`src/rtl/ex_stage_pkg.sv`:
```
// Shared widths, bus layouts and helpers for the MIPS execute stage.
package ex_stage_pkg;

   localparam int unsigned ID_TO_EX_WD  = 159;
   localparam int unsigned EX_TO_MEM_WD = 76;
   localparam int unsigned EX_TO_RF_WD  = 38;
   localparam int unsigned StallBus     = 6;
   localparam int unsigned LoadBus      = 5;
   localparam int unsigned SaveBus      = 3;

   localparam logic Stop   = 1'b1;
   localparam logic NoStop = 1'b0;

   // Bit positions inside the one-hot alu_op field (add is the MSB).
   typedef enum logic [3:0] {
      ALU_LUI  = 4'd0,
      ALU_SRA  = 4'd1,
      ALU_SRL  = 4'd2,
      ALU_SLL  = 4'd3,
      ALU_XOR  = 4'd4,
      ALU_OR   = 4'd5,
      ALU_NOR  = 4'd6,
      ALU_AND  = 4'd7,
      ALU_SLTU = 4'd8,
      ALU_SLT  = 4'd9,
      ALU_SUB  = 4'd10,
      ALU_ADD  = 4'd11
   } alu_bit_e;

   typedef struct packed {
      logic [31:0] pc;
      logic [31:0] inst;
      logic [11:0] alu_op;
      logic [2:0]  sel_src1;
      logic [3:0]  sel_src2;
      logic        ram_en;
      logic [3:0]  ram_wen;
      logic        rf_we;
      logic [4:0]  rf_waddr;
      logic        sel_rf_res;
      logic [31:0] data1;
      logic [31:0] data2;
   } id_to_ex_t;

   typedef struct packed {
      id_to_ex_t          id;
      logic [LoadBus-1:0] load;
      logic [SaveBus-1:0] save;
   } ex_reg_t;

   // save group is {sb, sh, sw}
   function automatic logic [3:0] align_wen(input logic [SaveBus-1:0] save,
                                            input logic [1:0]         addr_lo);
      logic [3:0] wen;
      wen = '0;
      if (save[2])      wen = 4'b0001 << addr_lo;
      else if (save[1]) wen = 4'b0011 << {addr_lo[1], 1'b0};
      else if (save[0]) wen = 4'b1111;
      return wen;
   endfunction

   function automatic logic [31:0] align_wdata(input logic [SaveBus-1:0] save,
                                               input logic [31:0]        data);
      logic [31:0] wd;
      if (save[2])      wd = {4{data[7:0]}};
      else if (save[1]) wd = {2{data[15:0]}};
      else              wd = data;
      return wd;
   endfunction

endpackage

```
`src/rtl/ex_stage_alu.sv`:
```
// Combinational 12-operation ALU; the result is the OR of the gated per-op results.
module alu
   import ex_stage_pkg::*;
(
   input  logic [11:0] alu_op,
   input  logic [31:0] src1,
   input  logic [31:0] src2,
   output logic [31:0] result
);

   logic [31:0] add_res;
   logic [31:0] sub_res;
   logic [31:0] sra_res;
   logic        slt_res;
   logic        sltu_res;

   always_comb begin
      add_res  = src1 + src2;
      sub_res  = src1 - src2;
      slt_res  = $signed(src1) < $signed(src2);
      sltu_res = src1 < src2;
      sra_res  = $unsigned($signed(src2) >>> src1[4:0]);

      result = '0;
      result |= {32{alu_op[ALU_ADD]}}  & add_res;
      result |= {32{alu_op[ALU_SUB]}}  & sub_res;
      result |= {32{alu_op[ALU_SLT]}}  & {31'b0, slt_res};
      result |= {32{alu_op[ALU_SLTU]}} & {31'b0, sltu_res};
      result |= {32{alu_op[ALU_AND]}}  & (src1 & src2);
      result |= {32{alu_op[ALU_NOR]}}  & ~(src1 | src2);
      result |= {32{alu_op[ALU_OR]}}   & (src1 | src2);
      result |= {32{alu_op[ALU_XOR]}}  & (src1 ^ src2);
      result |= {32{alu_op[ALU_SLL]}}  & (src2 << src1[4:0]);
      result |= {32{alu_op[ALU_SRL]}}  & (src2 >> src1[4:0]);
      result |= {32{alu_op[ALU_SRA]}}  & sra_res;
      result |= {32{alu_op[ALU_LUI]}}  & {src2[15:0], 16'b0};
   end

endmodule

```
`src/rtl/ex_stage.sv`:
```
// MIPS execute stage: decode bus register, operand select, ALU,
// data-SRAM request alignment and forwarding/memory bus packing.
module ex_stage
   import ex_stage_pkg::*;
(
   input  logic                    clk,
   input  logic                    rst,
   input  logic [StallBus-1:0]     stall,
   input  logic [ID_TO_EX_WD-1:0]  id_to_ex_bus,
   input  logic [LoadBus-1:0]      id_load_bus,
   input  logic [SaveBus-1:0]      id_save_bus,
   output logic [EX_TO_MEM_WD-1:0] ex_to_mem_bus,
   output logic [EX_TO_RF_WD-1:0]  ex_to_rf_bus,
   output logic [LoadBus-1:0]      ex_load_bus,
   output logic [SaveBus-1:0]      ex_save_bus,
   output logic                    ex_is_load,
   output logic                    data_sram_en,
   output logic [3:0]              data_sram_wen,
   output logic [31:0]             data_sram_addr,
   output logic [31:0]             data_sram_wdata
);

   ex_reg_t     bus_q;
   ex_reg_t     bus_d;
   logic [31:0] src1;
   logic [31:0] src2;
   logic [31:0] ex_result;
   logic [3:0]  wen_aligned;
   logic        unused_bits;

   // Bubble only when this stage stops but memory keeps flowing.
   always_comb begin
      bus_d = bus_q;
      if (stall[2] == Stop && stall[3] == NoStop) begin
         bus_d = '0;
      end else if (stall[2] == NoStop) begin
         bus_d.id   = id_to_ex_t'(id_to_ex_bus);
         bus_d.load = id_load_bus;
         bus_d.save = id_save_bus;
      end
   end

   always_ff @(posedge clk) begin
      if (rst) bus_q <= '0;
      else     bus_q <= bus_d;
   end

   always_comb begin
      src1 = ({32{bus_q.id.sel_src1[0]}} & bus_q.id.data1)
           | ({32{bus_q.id.sel_src1[1]}} & bus_q.id.pc)
           | ({32{bus_q.id.sel_src1[2]}} & {27'b0, bus_q.id.inst[10:6]});
      src2 = ({32{bus_q.id.sel_src2[0]}} & bus_q.id.data2)
           | ({32{bus_q.id.sel_src2[1]}} & {{16{bus_q.id.inst[15]}}, bus_q.id.inst[15:0]})
           | ({32{bus_q.id.sel_src2[2]}} & 32'd8)
           | ({32{bus_q.id.sel_src2[3]}} & {16'b0, bus_q.id.inst[15:0]});
   end

   alu u_alu (
      .alu_op (bus_q.id.alu_op),
      .src1   (src1),
      .src2   (src2),
      .result (ex_result)
   );

   assign wen_aligned     = align_wen(bus_q.save, ex_result[1:0]);
   assign data_sram_en    = bus_q.id.ram_en;
   assign data_sram_wen   = wen_aligned;
   assign data_sram_addr  = ex_result;
   assign data_sram_wdata = align_wdata(bus_q.save, bus_q.id.data2);

   assign ex_load_bus = bus_q.load;
   assign ex_save_bus = bus_q.save;
   assign ex_is_load  = |bus_q.load;

   assign ex_to_mem_bus = {bus_q.id.pc, bus_q.id.ram_en, wen_aligned, bus_q.id.sel_rf_res,
                           bus_q.id.rf_we, bus_q.id.rf_waddr, ex_result};
   assign ex_to_rf_bus  = {bus_q.id.rf_we, bus_q.id.rf_waddr, ex_result};

   // Upper opcode bits and decode's raw wen are superseded by the aligned lane mask.
   assign unused_bits = ^{bus_q.id.inst[31:16], bus_q.id.ram_wen};

endmodule
```
`config.mk`:
```
export PLATFORM = sky130hd
export DESIGN_NAME = ex_stage
export DESIGN_NICKNAME = d
export VERILOG_FILES = /design/src/rtl/ex_stage_pkg.sv /design/src/rtl/ex_stage_alu.sv /design/src/rtl/ex_stage.sv
export SDC_FILE = /design/constraint.sdc
export NUM_CORES = 1
export LEC_CHECK = 0
export CAP_MARGIN = 20
export CORE_MARGIN = 5
export CORE_UTILIZATION = 40
export CTS_BUF_LIST = sky130_fd_sc_hd__clkbuf_8
export CTS_CLUSTER_SIZE = 8
export DETAILED_ROUTE_END_ITERATION = 6
export PLACE_DENSITY_LB_ADDON = 0.3
export SLEW_MARGIN = 20
export SYNTH_ARGS = -nofsm -noshare
export SYNTH_HDL_FRONTEND = slang
export SYNTH_SLANG_ARGS = --single-unit
```
`constraint.sdc`:
```
create_clock -name clk -period 4.7 [get_ports clk]
set_input_delay 0.47 -clock clk [delete_from_list [all_inputs] [get_ports clk]]
set_output_delay 0.47 -clock clk [all_outputs]
set_load 0.01 [all_outputs]
```
==> metrics.md <==
| Metric | Value |
|---|---|
| Worst endpoint required time | 4.23 ns |
| Largest family of logic cells by synthesized area | compound AO/OA/AOI/OAI gates |
| Async set-or-reset flop fraction in the synthesized netlist | 0 |
| FMAX | 212 MHz |
| Detailed-route via count | 18400 |
| Total CTS buffers | 17 |
| Final core utilization | 0.566 |
| 1st-pass router iterations | 6 |
| Final hold vios | 0 |
| Vias per cell | 6.00 |
| Adder-cell share of the synthesized area | 0.0743 |
| Clock sink count | 147 |
| Peak VDD IR | ~0.24 mV |
| Simple-Gate Fraction of Synth Area | 0.151 |
| Crit Path Category | reg -> out |
| Layout cells sized above 1 | 0.256 |
| Status | finished, violations left |
| Largest net degree at the start of global routing | 116 |
| Register area share after synthesis | 0.182 |
| Max-cap violation count | 0 |
| Gr ovfl total | 0 |
| Leakage power figure | between 10 and 15 nW |
| TritonCTS clock tree | yes |
| Worst Clk Skew | 0 ns |
| Final Worst Setup Slack | -0.0274 ns |
| #FFs+latches synth | around 150 |
| Top post-synthesis cells by count | nor2_1 (264), mux2i_1 (254), nand2_1 (157) |
| Final Wtd Congestion | 1.05 |
| CP Data Arrival Time | between 4 and 5 ns |
| Port buffer count | 342 |
| Cell Pwr Density | 203 mW/mm² |
| Area of the multi-input gates | between 0.01 and 0.015 mm² |
| Final instance area | 0.0226 mm² |
| Largest cells by area after synthesis | dfxtp_1 (18%), mux2i_1 (16%), ha_1 (7.2%) |
| Cell Area, Placed | 0.0207 mm² |
| First-pass GRT wire length | 115000 µm |
| Switching Fraction | 0.388 |
| DRC | 0 |
| Clock power frac | 0.243 |
| Worst Tran Pin Value | 0.961 ns |
| XOR/XNOR Fraction of Synth Area | 0.0238 |
| Clock period minus worst slack | 4.73 ns |
| Root buffer cell | clkbuf_8 |
| Internal power | ~2.8 mW |
| CORE AREA | 0.0399 mm² |
| Class of the worst hold path | reg -> reg |
| Die area | 0.0446 mm² |
| EDFF count, synth | 0 |
| Syn-to-layout area delta | 39.5% |
| Relative max-transition margin | 0.359 |
| Sequential Area | 0.00295 mm² |
| Mapped Cells | about 2100 |
| Synthesis Warnings | 0 |
| Clk buf depth | 2 |
| Synth cell types | 86 |
| Initial antenna violation count | 2 |
| Post-synth top area cell | dfxtp_1 |
| Total power | roughly 4.6 mW |
| CP endpoint kind | primary output |
| Chip Width | 211 µm |
| FP Rows | 73 |
| Nets | 2802 |
| Top FF cell, synth | dfxtp_1 |
| Fillers | roughly 3800 |
| Avg Cell Area, Syn | around 7.5 µm² |
| Combinational share of power | 0.453 |
| Count leader, synth | nor2_1 |
| DR WL/cell | between 20 and 30 µm |
| Final WL | 78800 µm |
| Mux contribution to synthesized area | 0.182 |
| Clk slew on worst S/H paths | 0.09 ns |
| Final hold slack | 0.504 ns |
| I/O pins | 367 |
| Post-DP HPWL | around 62000 µm |
| Crit share post-route | 1.01 |
| Iter 0 DRT Violations | 1831 |
| Post-synth top area share | 0.182 |
| H-tree levels | 4 |
| Clock insertion delay at the later pin of the skew report | 0.52 ns |
| Crit start category | register |
| Final slew viol count | 0 |
| Switch Pwr | 1.78 mW |
| Cell area after synthesis | approximately 0.016 mm² |
| Flop pwr share | 0.304 |
| CP Max Fanout | 7 |
| Antenna Violating Nets Remaining | 0 |
| Violated checks | negative setup slack |
| Initial Util | 0.406 |
| Synth Area in Compound Gates | 0.258 |
| GRT Overall Usage | 0.337 |
| Final setup fails | 7 |
| Vias in the first global route | 17700 |
| CTS hold repair buffers | 0 |
| Syn_nets | 2415 |
| RSZ-0062 raised after global routing | true |
| Die H | 211 µm |
## worst max-delay path, cell delays in order (launching register included)
cell and delay [ns]:
dfxtp_2 0.33, or2_4 0.29, buf_4 0.17, a22o_4 0.26, inv_2 0.07, buf_4 0.15, ha_1 0.18, nand2b_1 0.09
a211o_1 0.30, o2111ai_1 0.09, a22o_1 0.22, o21ai_2 0.10, and2_4 0.18, o31a_1 0.31, o2111a_1 0.26, or4_4 0.57
buf_6 0.15
## final timing paths
check | to | cells past startpoint | slack, ns | startpoint
worst max-delay path | ex_to_rf_bus[30] | 16 | -0.03 | bus_q[85]
worst min-delay path | bus_q[55] | 2 | 0.50 | bus_q[55]
worst max register to register | bus_q[101] | 3 | 3.29 | bus_q[101]
worst min register to register | bus_q[55] | 2 | 0.50 | bus_q[55]
## layout by cell type, fill, tap and decap left out, types with 24 or more instances in the layout
| master | synthesis | layout |
|---|---|---|
| a21oi_1 | 107 | 92 |
| a221oi_1 | 31 | 24 |
| a22o_1 | 46 | 30 |
| a22oi_1 | 34 | 30 |
| buf_2 | 21 | 24 |
| buf_4 | 133 | 284 |
| buf_6 | 5 | 29 |
| clkbuf_2 | 0 | 25 |
| clkdlybuf4s50_1 | 0 | 248 |
| dfxtp_1 | 147 | 140 |
| ha_1 | 93 | 73 |
| inv_1 | 108 | 102 |
| mux2_2 | 34 | 32 |
| mux2i_1 | 254 | 248 |
| nand2_1 | 157 | 140 |
| nand3_1 | 33 | 31 |
| nor2_1 | 264 | 261 |
| o211ai_1 | 32 | 32 |
| o21ai_0 | 114 | 87 |
| o21ai_1 | 14 | 28 |
| xnor2_1 | 29 | 26 |
## timing repair
| item | in CTS | in global routing |
|---|---|---|
| setup buffers | 24 | 16 |
| resized for setup | 311 | 236 |
| gates cloned | 2 | 0 |
| endpoints found under the setup margin | 104 | 101 |
| pin swaps | 41 | 71 |
## stage by stage
step	std cells	worst slack, ns	setup TNS (ns)
6_report	3072	-0.0274	-0.0859
5_1_grt	3070	-0.184	-2.71
4_1_cts	3058	-0.156	-2.09
3_5_place_dp	3001	-0.0870	-0.767
3_3_place_gp	3001	-0.0674	-0.519
2_1_floorplan	2145	0.0311	0
## sequential cells by signal, indices dropped and copies added, names as in the netlist
register	count
bus_q	99
data_sram_en	1
ex_load_bus	5
ex_save_bus	3
ex_to_mem_bus	39
## logic make-up after synthesis
logic type | count (synthesis)
AND/OR/NAND/NOR | 568
multiplexers | 289
AO/OA/AOI/OAI | 603
adder cells (fa/ha/maj) | 95
XOR/XNOR | 44
buffers and inverters | 399
flip-flops | 147
## layout make-up
| class | count | share of cell area |
|---|---|---|
| Tap cell | 525 | 0.0291 |
| Clock buffer | 17 | 0.0104 |
| Clock inverter | 15 | 0.00919 |
| Sequential cell | 147 | 0.131 |
| Timing Repair Buffer | 656 | 0.256 |
| Multi-Input combinational cell | 1599 | 0.545 |
| Inverter | 111 | 0.0189 |
| Antenna cell | 2 | 0.000222 |
## routing by layer
metal	global-route usage	wire length, µm
met1	0.455	33600
met2	0.518	34600
met3	0.0667	6410
met4	0.157	4200
met5	0	26
## power groups by stage
stage / Combinational, mW / Sequential (mW) / Clock, mW
2_1_floorplan: 1.09 / 1.37 / 0
3_3_place_gp: 1.91 / 1.42 / 0
3_5_place_dp: 1.93 / 1.42 / 0
4_1_cts: 1.97 / 1.39 / 1.16
5_1_grt: 2.18 / 1.40 / 1.21
6_report: 2.08 / 1.39 / 1.12
(Power assumes the default switching activity.)
